==> config.mk <==
export PLATFORM = sky130hd
export DESIGN_NAME = apb_master_n
export DESIGN_NICKNAME = d
export VERILOG_FILES = /design/src/rtl/apb_master_n.sv
export SDC_FILE = /design/constraint.sdc
export NUM_CORES = 1
export LEC_CHECK = 0
export CAP_MARGIN = 40
export CORE_MARGIN = 5
export CORE_UTILIZATION = 41
export CTS_CLUSTER_SIZE = 25
export DETAILED_ROUTE_END_ITERATION = 8
export PLACE_DENSITY = 0.94
export SYNTH_ARGS = -nofsm -noshare
export SYNTH_HDL_FRONTEND = slang
export SYNTH_SLANG_ARGS = --single-unit
==> constraint.sdc <==
create_clock -name PCLK -period 3.35 [get_ports PCLK]
set_input_delay 0.335 -clock PCLK [delete_from_list [all_inputs] [get_ports PCLK]]
set_output_delay 0.335 -clock PCLK [all_outputs]
set_load 0.005 [all_outputs]
==> src/rtl/apb_master_n.sv <==
// apb_master_n: command-to-APB bridge driving NSLV completers.
//
// A command (cmd_valid/cmd_ready handshake) is decoded to a completer index
// taken from cmd_addr[SLV_AW+IW-1:SLV_AW]. Valid indices run a standard
// SETUP/ACCESS transfer on the APB bus; out-of-range indices are rejected
// without touching the bus. Every accepted command yields exactly one
// single-cycle response (rsp_valid/rsp_rdata/rsp_err). A completer that
// holds PREADY low for TIMEOUT ACCESS edges is aborted with an error.
//
// Ports:
//   PCLK, PRESETn            clock (rising edge), async active-low reset
//   cmd_valid/cmd_ready      command handshake
//   cmd_write/addr/wdata     command payload
//   rsp_valid/rdata/err      one-cycle response, no back-pressure
//   PSEL[NSLV], PENABLE,     APB requester outputs (all registered)
//   PWRITE, PADDR, PWDATA
//   PRDATA[NSLV*DATA_W],     APB completer inputs; slice/bit i belongs
//   PREADY[NSLV],            to completer i
//   PSLVERR[NSLV]
//
// state  | meaning
// IDLE   | ready for a command; bus idle, address/data hold last values
// SETUP  | one cycle with PSEL set, PENABLE low
// ACCESS | PENABLE high, waiting on PREADY of the selected completer

module apb_master_n #(
    parameter int ADDR_W  = 32,
    parameter int DATA_W  = 32,
    parameter int NSLV    = 4,
    parameter int SLV_AW  = 8,
    parameter int TIMEOUT = 16
) (
    input  logic                     PCLK,
    input  logic                     PRESETn,
    input  logic                     cmd_valid,
    output logic                     cmd_ready,
    input  logic                     cmd_write,
    input  logic [ADDR_W-1:0]        cmd_addr,
    input  logic [DATA_W-1:0]        cmd_wdata,
    output logic                     rsp_valid,
    output logic [DATA_W-1:0]        rsp_rdata,
    output logic                     rsp_err,
    output logic [NSLV-1:0]          PSEL,
    output logic                     PENABLE,
    output logic                     PWRITE,
    output logic [ADDR_W-1:0]        PADDR,
    output logic [DATA_W-1:0]        PWDATA,
    input  logic [NSLV*DATA_W-1:0]   PRDATA,
    input  logic [NSLV-1:0]          PREADY,
    input  logic [NSLV-1:0]          PSLVERR
);

    localparam int IW = (NSLV > 1) ? $clog2(NSLV) : 1;
    localparam logic [7:0] TO_CNT = 8'(TIMEOUT);

    typedef enum logic [1:0] {IDLE, SETUP, ACCESS} state_t;

    state_t              state_q, state_d;
    logic [IW-1:0]       idx_q, idx_d;
    logic [7:0]          wait_q, wait_d;
    logic                derr_q, derr_d;
    logic                cmd_ready_q, cmd_ready_d;
    logic [NSLV-1:0]     psel_q, psel_d;
    logic                penable_q, penable_d;
    logic                pwrite_q, pwrite_d;
    logic [ADDR_W-1:0]   paddr_q, paddr_d;
    logic [DATA_W-1:0]   pwdata_q, pwdata_d;
    logic                rsp_valid_q, rsp_valid_d;
    logic [DATA_W-1:0]   rsp_rdata_q, rsp_rdata_d;
    logic                rsp_err_q, rsp_err_d;

    logic [IW-1:0]       cmd_idx;
    logic                accept;
    logic                sel_ready;
    logic                sel_err;
    logic [DATA_W-1:0]   sel_rdata;

    always_comb begin
        cmd_idx = cmd_addr[SLV_AW+IW-1:SLV_AW];
        accept  = cmd_valid && cmd_ready_q;

        // Only the addressed completer's response signals are looked at.
        sel_ready = 1'b0;
        sel_err   = 1'b0;
        sel_rdata = '0;
        for (int i = 0; i < NSLV; i++) begin
            if (idx_q == IW'(i)) begin
                sel_ready = PREADY[i];
                sel_err   = PSLVERR[i];
                sel_rdata = PRDATA[i*DATA_W +: DATA_W];
            end
        end

        state_d     = state_q;
        idx_d       = idx_q;
        wait_d      = wait_q;
        derr_d      = 1'b0;
        psel_d      = psel_q;
        penable_d   = penable_q;
        pwrite_d    = pwrite_q;
        paddr_d     = paddr_q;
        pwdata_d    = pwdata_q;
        rsp_valid_d = 1'b0;
        rsp_rdata_d = '0;
        rsp_err_d   = 1'b0;

        // A rejected command answers one edge after its accept; the FSM
        // stays in IDLE meanwhile, so this never collides with a bus response.
        if (derr_q) begin
            rsp_valid_d = 1'b1;
            rsp_err_d   = 1'b1;
        end

        case (state_q)
            IDLE: begin
                if (accept) begin
                    if (int'(cmd_idx) < NSLV) begin
                        state_d   = SETUP;
                        idx_d     = cmd_idx;
                        penable_d = 1'b0;
                        pwrite_d  = cmd_write;
                        paddr_d   = cmd_addr;
                        pwdata_d  = cmd_wdata;
                        for (int i = 0; i < NSLV; i++) begin
                            psel_d[i] = (cmd_idx == IW'(i));
                        end
                    end else begin
                        derr_d = 1'b1;
                    end
                end
            end
            SETUP: begin
                state_d   = ACCESS;
                penable_d = 1'b1;
                wait_d    = '0;
            end
            ACCESS: begin
                // Completion is tested first so a PREADY arriving on the
                // timeout edge still finishes normally.
                if (sel_ready) begin
                    state_d     = IDLE;
                    psel_d      = '0;
                    penable_d   = 1'b0;
                    rsp_valid_d = 1'b1;
                    rsp_err_d   = sel_err;
                    rsp_rdata_d = pwrite_q ? '0 : sel_rdata;
                end else begin
                    wait_d = wait_q + 8'd1;
                    if (wait_d == TO_CNT) begin
                        state_d     = IDLE;
                        psel_d      = '0;
                        penable_d   = 1'b0;
                        rsp_valid_d = 1'b1;
                        rsp_err_d   = 1'b1;
                    end
                end
            end
            default: begin
                state_d   = IDLE;
                psel_d    = '0;
                penable_d = 1'b0;
            end
        endcase

        cmd_ready_d = (state_d == IDLE);
    end

    always_ff @(posedge PCLK or negedge PRESETn) begin
        if (!PRESETn) begin
            state_q     <= IDLE;
            idx_q       <= '0;
            wait_q      <= '0;
            derr_q      <= 1'b0;
            cmd_ready_q <= 1'b0;
            psel_q      <= '0;
            penable_q   <= 1'b0;
            pwrite_q    <= 1'b0;
            paddr_q     <= '0;
            pwdata_q    <= '0;
            rsp_valid_q <= 1'b0;
            rsp_rdata_q <= '0;
            rsp_err_q   <= 1'b0;
        end else begin
            state_q     <= state_d;
            idx_q       <= idx_d;
            wait_q      <= wait_d;
            derr_q      <= derr_d;
            cmd_ready_q <= cmd_ready_d;
            psel_q      <= psel_d;
            penable_q   <= penable_d;
            pwrite_q    <= pwrite_d;
            paddr_q     <= paddr_d;
            pwdata_q    <= pwdata_d;
            rsp_valid_q <= rsp_valid_d;
            rsp_rdata_q <= rsp_rdata_d;
            rsp_err_q   <= rsp_err_d;
        end
    end

    assign cmd_ready = cmd_ready_q;
    assign PSEL      = psel_q;
    assign PENABLE   = penable_q;
    assign PWRITE    = pwrite_q;
    assign PADDR     = paddr_q;
    assign PWDATA    = pwdata_q;
    assign rsp_valid = rsp_valid_q;
    assign rsp_rdata = rsp_rdata_q;
    assign rsp_err   = rsp_err_q;

endmodule

# Word-level counts from Yosys, hierarchy flattened
# Index checks and enable logic that the tools add are counted.
[totals]
elab_cells = 70
register_bits = 117
in_bits = 204
[classes]
eq_ne = 12
addsub = 1
n_reduce_logical = 10
bitwise_logic = 1
mux = 34
[ops]
columns = ["cell", "count"]
rows = [
  ["32-bit 2-to-1 mux", 7],
  ["1-bit 2-to-1 mux", 16],
  ["8-bit case mux with 2 select lines", 1],
  ["4-bit 2-to-1 mux", 3],
  ["4-bit case mux with 3 select lines", 1],
  ["2-bit equality test (second input constant)", 5],
  ["8-bit by 1-bit adder with 8-bit output (second input constant)", 1],
  ["8-bit by 5-bit equality test with 1-bit output (second input constant)", 1],
  ["2-bit zero test", 4],
  ["8-bit 2-to-1 mux", 1],
  ["2-bit by 1-bit equality test with 1-bit output (second input constant)", 3],
  ["2-bit 2-to-1 mux", 3],
  ["2-bit case mux with 3 select lines", 1],
  ["2-bit AND reduction", 3],
  ["2-bit inequality test (second input constant)", 2],
  ["3-bit inequality test (second input constant)", 1],
  ["1-bit case mux with 3 select lines", 1],
  ["3-bit AND reduction", 1],
  ["2-bit nonzero test", 1],
  ["1-bit logical AND", 1],
  ["1-bit NOT", 1],
]

# Logic depth before layout (Yosys ltp)
# Gate-level depths: netlist of the first run.
[depth]
word_depth = 8
ltp_mapped = 6

# Least setup slack after synthesis of the first run
# No wires, ideal clock.
[synth_timing]
path_kind = "register to register"
from = "reg idx_q[0]"
to = "reg wait_q[3]"
arrival_time_ns = 1.772
setup_slack_ns = 1.501
required_ns = 3.274
setup_ns = 0.076
synth_period_minus_slack_ns = 1.849
n_path_buf = 2
path_stages_with_launch = 7
cell_sequence = "dfrtp_1 > buf_6 > mux4_2 > or2_1 > buf_2 > or3_1 > o21ai_1"
[synth_via]
elab_chain_cells = 7
word_cells_on_any_way = 10
[synth_rtl]
columns = ["element", "line", "rtl"]
rows = [
  ["from (decl)", "59", "logic [IW-1:0] idx_q, idx_d;"],
  ["from (signal assigned)", "185", "idx_q <= idx_d;"],
  ["2-bit zero test", "87", "if (idx_q == IW'(i)) begin"],
  ["1-bit 2-to-1 mux (3 in series)", "87", ""],
  ["1-bit 2-to-1 mux *", "87", ""],
  ["2-bit inequality test (no line) *", "--", ""],
  ["2-bit AND reduction (no line) *", "--", ""],
  ["to (signal assigned)", "186", "wait_q <= wait_d;"],
  ["to (decl)", "60", "logic [7:0] wait_q, wait_d;"],
]
# Every way passes the cells marked *; elsewhere a longest branch is shown, timed or not.
# A chain may end at the register's enable or synchronous reset.

# Final worst setup path of the first run
[layout_timing]
from = "reg wait_q[2]"
to = "reg psel_q[2] (netlist: PSEL[2])"
[layout_via]
elab_chain_cells = 4
[layout_rtl]
columns = ["element", "line", "rtl"]
rows = [
  ["8-bit by 1-bit adder with 8-bit output", "148", "wait_d = wait_q + 8'd1;"],
  ["8-bit by 5-bit equality test with 1-bit output", "149", "if (wait_d == TO_CNT) begin"],
  ["3-bit inequality test (no line)", "--", ""],
  ["3-bit AND reduction (no line)", "--", ""],
  ["to (signal assigned)", "189", "psel_q <= psel_d;"],
  ["to (decl)", "63", "logic [NSLV-1:0] psel_q, psel_d;"],
]
# No other way between the ends.

==> results_dict.tcl, run 1 <==
set metrics [dict create \
    status "completed" \
    wl_um 17900 \
    synth-async-reset-ratio_pct 100 \
    num_vias 4396 \
    ys_seq_area_share_pct 55.6 \
    grt_use_total_pct 23.7 \
    yosys.area.top_type "dfrtp_1" \
    fill_cells 817 \
    cts_resized 0 \
    grt_pass1_wl_um 26500 \
    fin_area_mm2 0.00902 \
    period_needed_ns 2.35 \
    worstMarginPinSlew_ns 0.931 \
    cp.arrival_ns 2.61 \
    grt_pass1_vias 4838 \
    cts_buffers 17 \
    crit_required_ns 3.61 \
    ir_drop_v 0.000337 \
    globalplace.congestion 0.784 \
    slowest_delay_ns 0.86 \
    synthTopCellsByArea "dfrtp_1 56%, mux4_2 15%, mux2_2 14%, and3_1 4.0%, buf_2 1.2%" \
    vias_per_cell 5.17 \
    rsz0062_at_grt "false" \
    ys.warnings.count 0 \
    htreeDepth 4 \
    p_per_area_mw_per_mm2 781 \
    coreArea_mm2 0.0125 \
    r2r_setup_slack_ns 1.0 \
    antenna_found_initial 3 \
    criticalPathCategory "flop to flop" \
    drt_iter0_drc 340 \
    placed_cell_area_mm2 0.00841 \
    die-width_um 122 \
    dp.cells 815 \
    initial_core_util_pct 41.3 \
    drive_gt1_share_pct 20.4 \
    root_buffer "clkbuf_16" \
    clock.fmax_mhz 425 \
    pin_count 309 \
    die_area_mm2 0.0150 \
    post_synth.cell_area_avg_um2 14.5 \
    drt-pass1-iter-count 5 \
    p_leak_nw 3.75 \
    synth_fp_nets 561 \
    fin_skew_ns 0.0127 \
    maxCapViolations 0 \
    max_slew_margin_pct 36.3 \
    cts_tree "yes" \
    p_total_mw 7.04 \
    synth-seq-cells 115 \
    worstPathCellList "and3_1 > a2111oi_0 > o2111a_1 > o22ai_1" \
    synth.top_cell.area_share_pct 55.6 \
    cts_max_path_buffers 2 \
    hold_buffers 1 \
    grt_start_max_net_pins 58 \
    critPathBufInv 0 \
    finalSetupTns_ns 0 \
    ys_top_cells_by_count "115 x dfrtp_1, 65 x mux2_2, 34 x mux4_2" \
    finalCritPeriodShare_pct 70.3 \
    clock_latency_ns 0.41 \
    setup_viol 0 \
    cp_max_fo 8 \
    rows 41 \
    dp_hpwl_um 14000 \
    hp-class "flop to flop" \
    die_y_um 122 \
    syn-instance-count 356 \
    drc 0 \
    final_cell_count_no_fill 850 \
    crit_family "compound AO/OA/AOI/OAI gates" \
    crit_path_end_kind "flop" \
    nNetsFinal 868 \
    ant_nets 0 \
    yosysMostFrequentCell "dfrtp_1" \
    area_delta_synth_final_pct 74.3 \
    clkTransAtPathRegs_ns 0.05 \
    synth_edf_count 0 \
    portBuffers 308 \
    startpoint_type "flop" \
    hold_viol_final 0 \
    synth_ff_type "dfrtp_1" \
    synth.distinct_cells 38 \
    grt_overflow_total 0 \
    synth_area_mm2 0.00517 \
    post_cts_buffers 0 \
    avgRoutedWirePerCell_um 21.1 \
    drv_slew 0 \
    cts_sinks 115 \
    cp_slowest_cell "a2111oi_0" \
]
placed cells by master (no fill, tap or decap), drive strengths merged, types with 2 or more instances in the layout:
| cell type | count |
|---|---|
| a21oi | 10 |
| and3 | 33 |
| buf | 6 |
| bufinv | 3 |
| clkbuf | 21 |
| clkdlybuf4s50 | 307 |
| clkinv | 4 |
| clkinvlp | 3 |
| dfrtp | 115 |
| diode | 3 |
| inv | 4 |
| mux2 | 65 |
| mux4 | 34 |
| nand2 | 14 |
| nand2b | 3 |
| nand3 | 3 |
| nor2 | 5 |
| nor3 | 2 |
| nor3b | 2 |
| o21ai | 12 |
| o22ai | 6 |
| or3 | 3 |
| xor2 | 2 |
metrics by stage:
step | hold slack, ns | utilization [%] | setup slack [ns]
2_1_floorplan | 0.0394 | - | 1.50
3_3_place_gp | 0.417 | 67.2 | 0.976
3_5_place_dp | 0.428 | 67.2 | 0.853
4_1_cts | 0.506 | 72.0 | 1.02
5_1_grt | 0.520 | 72.1 | 0.895
6_report | 0.504 | 72.1 | 0.995
final timing paths:
path,start,endpoint,cells after the start
worst min register to register,PWDATA[24],PWDATA[24],1
min in group asynchronous,PRESETn,PWDATA[29],2
worst max register to register,wait_q[2],PSEL[2],4
worst max-delay path,wait_q[2],PSEL[2],4
max in group asynchronous,PRESETn,PADDR[26],3
worst min-delay path,PWDATA[24],PWDATA[24],1
routing by layer:
layer / global-route usage, % / wire length, um
met2: 42.4 / 9530
met1: 25.0 / 6070
met3: 7.88 / 1660
met5: 0 / 0
met4: 11.2 / 636
area by class of cell:
type / instances / area [um2] / area share [%]
clock buffers: 21 / 460 / 5.10
diodes: 3 / 7.51 / 0.0832
inverters: 4 / 15.0 / 0.166
repair buffers: 314 / 3140 / 34.8
well taps: 172 / 215 / 2.39
multi-input cells: 211 / 2170 / 24.1
clock inverters: 10 / 133 / 1.47
flip-flops and latches: 115 / 2880 / 31.9
cell families after synthesis:
group | synth area share, %
AOI/OAI and AO/OA | 4.01
xor gates and xnor gates | 0.339
adders and majority gates | 0.242
buffers and inverters | 2.61
DFF | 55.6
muxes | 28.9
and+or+nand+nor | 8.25
registers in the layout (all words and copies together) (netlist names):
name,flops
cmd_ready,1
PADDR,31
PSEL,4
rsp_err,1
wait_q,8
state_q,2
rsp_valid,1
PENABLE,1
rsp_rdata,32
PWDATA,32
idx_q,1
PWRITE,1
power by group:
| part | leakage (nW) | switching [mW] | internal, mW |
|---|---|---|---|
| Sequential | 1.45 | 0.327 | 1.91 |
| Clock | 0.285 | 0.616 | 1.20 |
| Combinational | 2.02 | 1.09 | 1.91 |
No activity file was read; power rests on OpenSTA's default activity.
==> run 2: changes to the inputs <==
CORE_UTILIZATION = 38   (was 41)
PLACE_DENSITY = 0.88   (was 0.94)
clock period = 2.45 ns   (was 3.35 ns; I/O delays follow)
==> run 2 against run 1 <==
  * Total power up 38%
  * Combinational power is 34% higher
  * Clock power rose by 47%
  * Utilization is 3.6 points lower
  * Die area rose by 7.2%
  * Sequential share of layout area down 0.30 points
  * Sequential power increased by 36%
  * Register-to-register slack got worse by 0.60 ns
  * Non-clock buffer count rose by 3
  * Global-route usage decreased by 3.5 points
  * Hold slack got worse by 0.18 ns
  * Cell area up 0.94%
==> results_dict.tcl, run 2 (synthesis gave the netlist of run 1 again) <==
set metrics [dict create \
    num_antenna_cells 0 \
    cts_max_path_buffers 2 \
    initial_core_util_pct 38.9 \
    cp.depth 2 \
    drt-pass1-iter-count 4 \
    clock_latency_ns 0.40 \
    htreeDepth 4 \
    max_slew_margin_pct 51.6 \
    ir_drop_v 0.000563 \
    layout.area.seq_mm2 0.00288 \
    pin_count 309 \
    wl_um 16500 \
    cts_resized 0 \
    rsz0062_at_grt "false" \
    globalplace.congestion 0.886 \
    clkTransAtPathRegs_ns 0.06 \
    final_cell_count_no_fill 855 \
    cp_slowest_cell "clkdlybuf4s50_1" \
    avgRoutedWirePerCell_um 19.3 \
    cts_sinks 115 \
    die_area_mm2 0.0161 \
    drc 0 \
    final_common_cell "clkdlybuf4s50_1" \
    portBuffers 308 \
    criticalPathCategory "flop to output pin" \
    root_buffer "clkbuf_16" \
    setup_viol 0 \
    critPathBufInv 2 \
    grt_pass1_vias 4742 \
    p_per_area_mw_per_mm2 1070 \
    coreArea_mm2 0.0133 \
    vias_per_cell 5.05 \
    worstPathCellList "buf_4 > clkdlybuf4s50_1" \
    fin_skew_ns 0.00610 \
    reg2reg_from "wait_q[2]" \
    worstMarginPinSlew_ns 0.707 \
    grt_pass1_wl_um 25200 \
    startpoint_type "flop" \
    hold_buffers 1 \
    p_leak_nw 3.80 \
    layout_common_cells "307 x clkdlybuf4s50_1, 114 x dfrtp_1, 65 x mux2_2" \
    cts_buffers 17 \
    place_ws_ns 0.358 \
    clock.fmax_mhz 458 \
    crit_start "idx_q[0]" \
    drt_iter0_drc 164 \
    setup_ws_ns 0.265 \
    ant_nets 0 \
    maxCapViolations 0 \
    post_cts_buffers 0 \
    cts_tree "yes" \
    cp_max_fo 35 \
    finalCritPeriodShare_pct 89.2 \
    area_delta_synth_final_pct 76.0 \
    hold_viol_final 0 \
    r2r_setup_slack_ns 0.40 \
    grt_overflow_total 0 \
    reg2reg_depth 4 \
    crit_required_ns 2.20 \
    hp-class "primary input to async pin" \
    nNetsFinal 871 \
    drv_slew 0 \
    status "completed" \
    multi_input_comb_area_mm2 0.00217 \
    die_y_um 127 \
    dp_hpwl_um 13200 \
    period_needed_ns 2.18 \
    grt_start_max_net_pins 66 \
    fill_cells 896 \
    finalSetupTns_ns 0 \
    antenna_found_initial 0 \
    rows 42 \
    cp.arrival_ns 1.94 \
    die-width_um 127 \
    grt_use_total_pct 20.2 \
    num_vias 4315 \
    slowest_delay_ns 0.64 \
    crit_path_end_kind "output pin" \
    dp.cells 822 \
    crit_family "buffers and inverters" \
    drive_gt1_share_pct 21.1 \
]
## run 2: changes by cell type in the layout (fill, tap and decap cells not counted), moves of 2 or more
cell and delta:
buf_4 +2, clkinv_4 +3, diode_2 -3, clkinv_2 -3
## run 2: power by group
group | switching (mW) | internal [mW] | leakage [nW] | total, mW
Clock | 0.866 | 1.79 | 0.310 | 2.66
Sequential | 0.428 | 2.61 | 1.45 | 3.04
Combinational | 1.41 | 2.63 | 2.04 | 4.03
## run 2: through the flow
stage / power, mW / instance area, um2 / util [%] / hold slack, ns
after floorplan: 4.96 / 5170 / - / -0.0506
after global placement: 7.01 / 8450 / 63.6 / 0.189
after detailed placement: 7.16 / 8450 / 63.6 / 0.195
after CTS: 9.84 / 9110 / 68.5 / 0.318
after global routing: 10.2 / 9110 / 68.5 / 0.345
final: 9.72 / 9110 / 68.5 / 0.326
## run 2: final timing paths
check | endpoint
max in group asynchronous | rsp_rdata[24]
min reg2reg | PWDATA[19]
max reg2reg | PSEL[0]
min | PADDR[29]
max | PADDR[8]
min in group PCLK | PADDR[31]
## run 2: area by class of cell
type | count | share of cell area (%)
repair buffers | 317 | 34.9
clock inverters | 11 | 1.92
clock buffers | 21 | 5.17
well taps | 176 | 2.42
inverters | 4 | 0.165
multi-input cells | 211 | 23.8
flip-flops and latches | 115 | 31.6
## run 2: worst register-to-register path, cell delays in order, from the launching register on
cell,delay [ns]
dfrtp_1,0.45
and3_1,0.23
a2111oi_0,0.67
o2111a_1,0.44
o22ai_1,0.12
## run 2: metal layers
layer | GRT usage [%] | up-vias | routed length (um)
met3 | 6.43 | 28 | 1490
met5 | 0 | - | 0
met4 | 7.07 | 0 | 384
met2 | 36.6 | 233 | 8650
li1 | - | 1963 | -
met1 | 22.2 | 2091 | 6010
==> run 3: changes to the inputs <==
GPL_TIMING_DRIVEN = 0   (was unset)
SLEW_MARGIN = 20   (was unset)
==> run 3 against run 2 <==
  * Via count grew 3.2%
  * Final cell count grew 2.1%
  * Cell area is 0.44% lower
  * Clock power decreased by 14%
  * First-iteration DRC count rose by 35%
  * Register-to-register slack got worse by 0.16 ns
  * Non-clock buffer count grew 19
  * Combinational power up 4%
  * Die area stayed put
  * Hold slack improved by 0.037 ns
==> results_dict.tcl, run 3 (synthesis gave the netlist of run 1 again) <==
set metrics [dict create \
    clock.fmax_mhz 452 \
    fill_cells 925 \
    status "completed" \
    crit_required_ns 2.72 \
    cts_tree "yes" \
    area_delta_synth_final_pct 75.2 \
    reg2reg_depth 5 \
    ant_nets 0 \
    grt_start_max_net_pins 68 \
    post_cts_buffers 0 \
    hold_buffers 1 \
    drv_slew 0 \
    vias_per_cell 5.10 \
    hold_slack_ns 0.364 \
    dr_wl_met3_um 1420 \
    pin_count 309 \
    antenna_found_initial 0 \
    cp.depth 5 \
    die-width_um 127 \
    cts_buffers 17 \
    fin_skew_ns 0.00722 \
    cp_max_fo 10 \
    drive_gt1_share_pct 20.5 \
    finalSetupTns_ns 0 \
    placed_cell_area_mm2 0.00851 \
    hold_viol_final 0 \
    top_layer_used "met4" \
    num_antenna_cells 0 \
    worstPathCellList "nand3b_1 > nor2_1 > buf_2 > buf_2 > mux2_2" \
    p_per_area_mw_per_mm2 1040 \
    r2r_setup_slack_ns 0.24 \
    slowest_delay_ns 0.44 \
    die_area_mm2 0.0161 \
    hp-class "primary input to async pin" \
    critPathBufInv 2 \
    drt-pass1-iter-count 5 \
    globalplace.congestion 0.927 \
    wl_met1_um 6170 \
    criticalPathCategory "flop to flop" \
    cts_sinks 115 \
    nNetsFinal 890 \
    clock_latency_ns 0.40 \
    cts_max_path_buffers 2 \
    p_leak_nw 3.80 \
    portBuffers 308 \
    coreArea_mm2 0.0133 \
    startpoint_type "flop" \
    setup_viol 0 \
    wl_met2_um 9060 \
    critPathMostFrequentCell "buf_2" \
    reg2reg_from "state_q[0]" \
    rsz0062_at_grt "false" \
    fin_area_mm2 0.00907 \
    crit_family "simple AND/OR/NAND/NOR gates" \
    ir_drop_v 0.000469 \
    die_y_um 127 \
    finalCritPeriodShare_pct 90.4 \
    root_buffer "clkbuf_16" \
    p_total_mw 9.47 \
    clkTransAtPathRegs_ns 0.05 \
    period_needed_ns 2.21 \
    initial_core_util_pct 38.9 \
    r2r-end "PADDR[9]" \
    grt_use_total_pct 21.1 \
    avgRoutedWirePerCell_um 19.6 \
    drt_iter0_drc 221 \
    max_slew_margin_pct 44.1 \
    layout_common_cells "307 x clkdlybuf4s50_1, 115 x dfrtp_1, 65 x mux2_2" \
    cp_slowest_cell "dfrtp_1" \
    crit_path_end_kind "flop" \
    rows 42 \
    htreeDepth 4 \
    grt_overflow_total 0 \
    grt_pass1_vias 4943 \
    worstMarginPinSlew_ns 0.818 \
    dp_hpwl_um 13800 \
    cts_resized 0 \
    num_vias 4454 \
    cp.arrival_ns 2.49 \
    wl_um 17100 \
    grt_pass1_wl_um 26300 \
    drc 0 \
    maxCapViolations 0 \
    final_common_cell "clkdlybuf4s50_1" \
]
## run 3: layer usage
| layer | vias up | GRT usage (%) |
|---|---|---|
| met5 | - | 0 |
| met4 | 0 | 7.51 |
| met3 | 36 | 6.52 |
| met2 | 265 | 38.9 |
| met1 | 2151 | 22.7 |
| li1 | 2002 | - |
## run 3: how the worst max path moves through the flow
stage / startpoint / endpoint / slack [ns]
after floorplan: idx_q[0] / wait_q[3] / 0.60
after global placement: PRESETn / rsp_rdata[2] / -2.94
after detailed placement: cmd_valid / PADDR[9] / -0.02
after CTS: state_q[0] / PADDR[9] / 0.19
after global routing: state_q[0] / PADDR[9] / 0.08
final: state_q[0] / PADDR[9] / 0.24
## run 3: cell type report
type	count	area [um2]	area share (%)
inverter	4	15.0	0.166
sequential	115	2880	31.7
multi-input combinational	211	2160	23.8
buffer	26	120	1.32
clock inverter	11	114	1.26
timing repair buffer	310	3120	34.4
clock buffer	20	437	4.82
tap	176	220	2.43
## run 3: power by group
group          total [mW]  internal, mW  switching [mW]  leakage (nW)
Clock                2.29          1.48           0.816         0.269
Sequential           2.99          2.61           0.388          1.45
Combinational        4.18          2.67            1.52          2.08
Total                9.47          6.75            2.72          3.80
## run 3: through the flow
step | setup WS (ns) | instances | utilization, %
5_1_grt | 0.0789 | 873 | 68.2
3_5_place_dp | -0.0186 | 841 | 64.0
4_1_cts | 0.185 | 873 | 68.2
6_report | 0.236 | 873 | 68.2
2_1_floorplan | 0.601 | 356 | -
3_3_place_gp | -2.94 | 840 | 63.8
